## src/rtl/shift_right_seq.sv

```systemverilog
// ============================================================================
// Module   : shift_right_seq
// Function : Multi-cycle 32-bit right shifter (SRL/SRA/SRLV/SRAV) with a
//            start/busy/done handshake. Optional macro SHIFT_RIGHT_STEP4_EN
//            enables 4-position steps while at least 4 positions remain.
// Revision : 1.0  initial release
// ============================================================================
`default_nettype none

module shift_right_seq (
   input  logic        clk,
   input  logic        rst_n,
   input  logic        start,
   input  logic [31:0] A,
   input  logic [4:0]  shamt,
   input  logic        arith,
   output logic [31:0] O,
   output logic        busy,
   output logic        done
);

   typedef enum logic [1:0] {
      IDLE  = 2'd0,
      SHIFT = 2'd1,
      DONE  = 2'd2
   } state_t;

   state_t      state, state_next;
   logic [31:0] work, work_next;
   logic [4:0]  count, count_next;
   logic        arith_lat, arith_next;
   logic [31:0] result_next;
   logic        fill;

   // busy/done decode straight from the state so reset clears them at once
   assign busy = (state != IDLE);
   assign done = (state == DONE);

   // The sign bit never changes under arithmetic fill, so work[31] always
   // equals the sign of the original operand.
   assign fill = arith_lat & work[31];

   always_ff @(posedge clk or negedge rst_n) begin
      if (!rst_n) begin
         state     <= IDLE;
         work      <= 32'h0000_0000;
         count     <= 5'd0;
         arith_lat <= 1'b0;
         O         <= 32'h0000_0000;
      end else begin
         state     <= state_next;
         work      <= work_next;
         count     <= count_next;
         arith_lat <= arith_next;
         O         <= result_next;
      end
   end

   always_comb begin
      state_next  = state;
      work_next   = work;
      count_next  = count;
      arith_next  = arith_lat;
      result_next = O;

      case (state)
         IDLE: begin
            if (start) begin
               work_next  = A;
               count_next = shamt;
               arith_next = arith;
               if (shamt == 5'd0) begin
                  result_next = A;
                  state_next  = DONE;
               end else begin
                  state_next  = SHIFT;
               end
            end
         end

         SHIFT: begin
`ifdef SHIFT_RIGHT_STEP4_EN
            if (count >= 5'd4) begin
               work_next  = {{4{fill}}, work[31:4]};
               count_next = count - 5'd4;
            end else begin
               work_next  = {fill, work[31:1]};
               count_next = count - 5'd1;
            end
`else
            work_next  = {fill, work[31:1]};
            count_next = count - 5'd1;
`endif
            // O is loaded only on the step that finishes the shift
            if (count_next == 5'd0) begin
               result_next = work_next;
               state_next  = DONE;
            end
         end

         DONE: begin
            state_next = IDLE;
         end

         default: begin
            state_next = IDLE;
         end
      endcase
   end

endmodule

`default_nettype wire
```

## config.mk

```make
export PLATFORM = sky130hd
export DESIGN_NAME = shift_right_seq
export DESIGN_NICKNAME = d
export VERILOG_FILES = /design/src/rtl/shift_right_seq.sv
export SDC_FILE = /design/constraint.sdc
export NUM_CORES = 1
export LEC_CHECK = 0
export CORE_AREA = 5 5 93 103
export CTS_CLUSTER_DIAMETER = 100
export DETAILED_ROUTE_END_ITERATION = 7
export DIE_AREA = 0 0 98 108
export PLACE_DENSITY_LB_ADDON = 0.2
export SYNTH_ARGS = -nofsm -noshare
export SYNTH_HDL_FRONTEND = slang
export SYNTH_SLANG_ARGS = --single-unit
```

## constraint.sdc

```tcl
create_clock -name clk -period 2.57 [get_ports clk]
set_input_delay 0.771 -clock clk [delete_from_list [all_inputs] [get_ports clk]]
set_output_delay 0.771 -clock clk [all_outputs]
set_load 0.01 [all_outputs]
```

## Word level (Yosys, flattened, before mapping)

Cells that the tools add are included.

| cells by class | value |
|---|---|
| add/subtract/negate cells | 1 |
| eq/ne operators | 5 |
| multiplexer cells | 12 |
| bitwise gates (word level) | 1 |
| reduce and logical (&&, ||, !) cells | 9 |

Operator list:

| kind | count |
|---|---|
| 2-to-1 mux 32 bit | 4 |
| case mux 32 bit (2 select lines) | 2 |
| logical NOT 5 bit | 2 |
| case mux 5 bit (2 select lines) | 1 |
| 2-to-1 mux 2 bit | 3 |
| inequality test 2 bit, second input constant | 3 |
| AND reduction 2 bit | 3 |
| 2-to-1 mux 5 bit | 1 |
| subtractor 5 x 1 -> 5 bit, second input constant | 1 |
| case mux 2 bit (2 select lines) | 1 |
| AND reduction 4 bit | 1 |
| nonzero test 2 bit | 2 |
| == test 2 x 1 -> 1 bit, second input constant | 1 |
| == test 2 bit, second input constant | 1 |
| logical NOT 2 bit | 1 |
| AND 1 bit | 1 |

| word-level totals | value |
|---|---|
| flip-flop bits (word level) | 72 |
| output and inout bits | 34 |

## Logic depth before layout (Yosys ltp)

| logic depth | value |
|---|---|
| word-level depth | 4 |
| mapped depth | 7 |
| mapped depth without buffers | 6 |

## Worst setup path after synthesis

No wires, ideal clock.

| path | value |
|---|---|
| path type | input to register |
| from | input shamt[3] |
| to | register O[26] |
| setup time | 0.125 ns |
| arrival | 1.968 ns |
| required time | 2.445 ns |
| slack | 0.477 ns |
| cell stages on the path | 5 |
| cell sequence | nor4_2 -> nand4b_1 -> a31oi_4 -> buf_8 -> mux2_4 |

| on the way | value |
|---|---|
| longest elaborated chain between the ends | 3 |

RTL lines:

| element | line | text |
|---|---|---|
| start, declared | 15 | `input logic [4:0] shamt,` |
| logical NOT 5 bit | 72 | `if (shamt == 5'd0) begin` |
| inequality test 2 bit (no source line) | - |  |
| AND reduction 4 bit (no source line) | - |  |
| end signal, assigned | 55 | `O <= result_next;` |
| end, declared | 17 | `output logic [31:0] O,` |

No other way between the ends.
A chain may end at the register's enable or synchronous reset.

## Worst setup path in the final report

| path | value |
|---|---|
| from | register state[0] |
| to | output done |

| on the way | value |
|---|---|
| longest elaborated chain between the ends | 1 |

RTL lines:

| element | line | text |
|---|---|---|
| start, declared | 28 | `state_t state, state_next;` |
| start signal, assigned | 51 | `state <= state_next;` |
| == test 2 bit | 37 | `assign done = (state == DONE);` |
| end, declared | 19 | `output logic done` |

No other way between the ends.

==> impl_metrics.csv <==
group,metric,value,unit
drt,wire_per_inst,14.59,um
drt,drtIter0Drc,49,
critical_path,worst-path-buf-inv,2,
placement,dp_slack,-17.27,ps
floorplan,die-height,108,um
global_routing,grt_pass1_vias,2540,
critical_path,worstPathRequired,1800,ps
global_routing,grt_pass1_wl,12380,um
drt,viasPerCell,4.708,
sta,tightest_slew,449.6,ps
drt,drtAntennaViolNets,0,
sta,fin_ws,216.3,ps
synth,yosys.area.top_type_share,0.5447,
job,max-cap-violations,0,
cts,ctsHoldBuffers,0,
drt,vias,2354,
critical_path,critPathLaunchType,"flip-flop",
sta,rsz0062_at_grt,"false",
critical_path,crit_start,"state[0]$_DFFE_PN0P_",
synth,synth_cell_types,32,
placement,post-dp-hpwl,5214,um
critical_path,r2r_setup_slack,690,ps
critical_path,end_kind,"output pin",
cts,clock_tree.buffer_depth,2,
drt,drc_errors,0,
floorplan,fp.dieW,98,um
critical_path,cp_max_fo,10,
final_layout,fill_cells,748,
critical_path,critical_path_class,"reg2out",
floorplan,dieArea,10580,sq um
critical_path,reg2regPathDepth,7,
final_layout,area.sequential,1777,sq um
floorplan,core-area,8364,sq um
final_layout,layout.nets,427,
sta,finalClockSkew,8.851,ps
cts,cts_buffers,9,
pwr,p_leak,0.002075,uW
critical_path,worst-path-stages,3,
synth,ys_seq_area_frac,0.5447,
cts,htree_levels,3,
synth,synthesis.area,3262,sq um
sta,fin_crit_sh,0.9158,
placement,port_buffers,74,
synth,synth_cells,302,
final_layout,mostFrequentLayoutCells,"73 x clkdlybuf4s50_1, 71 x dfrtp_1, 56 x mux2i_1",
critical_path,timing.rr.start,"count[0]$_DFFE_PN0P_",
final_layout,diodes,0,
global_routing,overflow,0,
drt,drt-total-wl,7293,um
critical_path,critPathSlowestCell,"clkdlybuf4s50_1",
cts,cts_root_buf,"clkbuf_8",
global_routing,grt_usage,0.1461,
status,status,"completed",
cts,post_cts_buffers,0,
synth,syn_area_per_cell,10.80,sq um
synth,synth_area_leaders,"dfrtp_1 54%, mux2i_1 17%, o21ai_0 5.4%, nand2_1 4.8%, inv_1 3.9%",
floorplan,pin_count,75,
sta,relSlewSlack,0.7003,
synth,syn_nets,345,
final_layout,multi_input_area,1275,sq um
synth,ys_seq_elements,71,
cts,clock_latency,340,ps
final_layout,layout_commonest_cell,"clkdlybuf4s50_1",
sta,timing.hold.ws,374.8,ps
cts,clkSinkCount,71,
final_layout,syn_to_final_growth,37.48,%
sta,hold_violations,0,
critical_path,crit_chain,"buf_4 > nor2b_1 > clkdlybuf4s50_1",
sta,setup_violations,0,
cts,cts_resized,0,
floorplan,rows,35,
floorplan,start_util,0.3900,
critical_path,crit_arrival,1580,ps
cts,path_clk_slew,70,ps
critical_path,crit_path_max_incr_delay,530,ps
final_layout,final_core_util,0.5361,
sta,slew_viol_final,0,
critical_path,timing.critical_path.max_delay_family,"buffers and inverters",
cts,cts_tree,"built",
final_layout,layout-drive-gt1-share,0.1105,
synth,yosysWarningCount,0,
sta,max_freq,424.9,MHz
sta,period_needed,2354,ps
drt,first_pass_iters,4,
pwr,vdd_drop_max,0.4759,mV
hold_path,hp-class,"in2async",
pwr,p_per_area,1223,nW/um^2
synth,yosys.area.top_type,"dfrtp_1",
placement,gp_congestion,0.8440,
global_routing,antenna_found_initial,0,
global_routing,grt_max_degree,41,
-- sequential cells by signal (all words and copies together) (netlist names) --
name and cells:
arith_lat 1, work 31, state 2, count 5
O 32
-- cells by family (layout without fill, tap and decap cells) --
kind of cell    after synthesis  in the layout  share of synthesized area
mux                          63             63                     0.1972
simple gates                 66             66                    0.09743
compound gates               50             50                    0.08631
buf+inv                      50            137                    0.06674
fa+ha+maj                     2              2                   0.007670
flops                        71             71                     0.5447
-- power by group --
part / switching [uW] / internal, uW / leakage (uW) / total [uW]
Clock: 410 / 698 / 0.000130 / 1110
Combinational: 1130 / 1230 / 0.00109 / 2360
Sequential: 343 / 1680 / 0.000857 / 2020
Total: 1880 / 3610 / 0.00208 / 5480
-- final timing paths --
path / end
setup / recovery: done
hold / removal: count[4]$_DFFE_PN0P_
setup reg to reg: O[31]$_DFFE_PN0P_
hold reg to reg: work[26]$_DFFE_PN0P_
max in group asynchronous: state[1]$_DFFE_PN0P_
min in group clk: work[26]$_DFFE_PN0P_
-- cells in the mapped netlist --
library cell,count
nor3b_1,1
nand2b_1,2
or2_2,1
and3b_1,1
nor2b_1,2
a221oi_1,1
mux2i_1,56
or3_4,1
a211oi_1,2
buf_1,1
o22ai_1,3
buf_6,2
mux2_2,6
nand2_1,42
a31oi_4,1
a21oi_1,7
nor3_1,1
nor4_2,1
buf_8,1
mux2_4,1
o21ai_0,35
dfrtp_1,71
inv_1,34
nand3_1,2
nor2_1,6
buf_2,3
nand4b_1,1
clkbuf_1,9
nand4_2,1
nand3b_1,4
ha_1,2
o31ai_1,1
-- through the flow --
stage	area (sq um)	setup TNS [ps]	cells	power, uW
floorplan	3262	0	302	3366
global placement	4229	0	484	4354
detailed placement	4229	-51.69	484	4435
CTS	4484	0	500	5571
global route	4484	0	500	5917
finish	4484	0	500	5484
-- per-layer routing --
layer | global-route usage | vias up | wire length, um
li1 | - | 1171 | -
met1 | 0.1880 | 1123 | 3343
met2 | 0.2378 | 51 | 3500
met3 | 0.03484 | 9 | 325
met4 | 0.05935 | 0 | 124
met5 | 0 | - | 0
-- area by class of cell --
type / instances / share of cell area
clock buffers: 11 / 0.03376
clock inverters: 5 / 0.02316
inverters: 34 / 0.02846
multi-input cells: 181 / 0.2843
flip-flops and latches: 71 / 0.3962
well taps: 111 / 0.03097
repair buffers: 87 / 0.2031
Power figures use the tool's default switching activity.
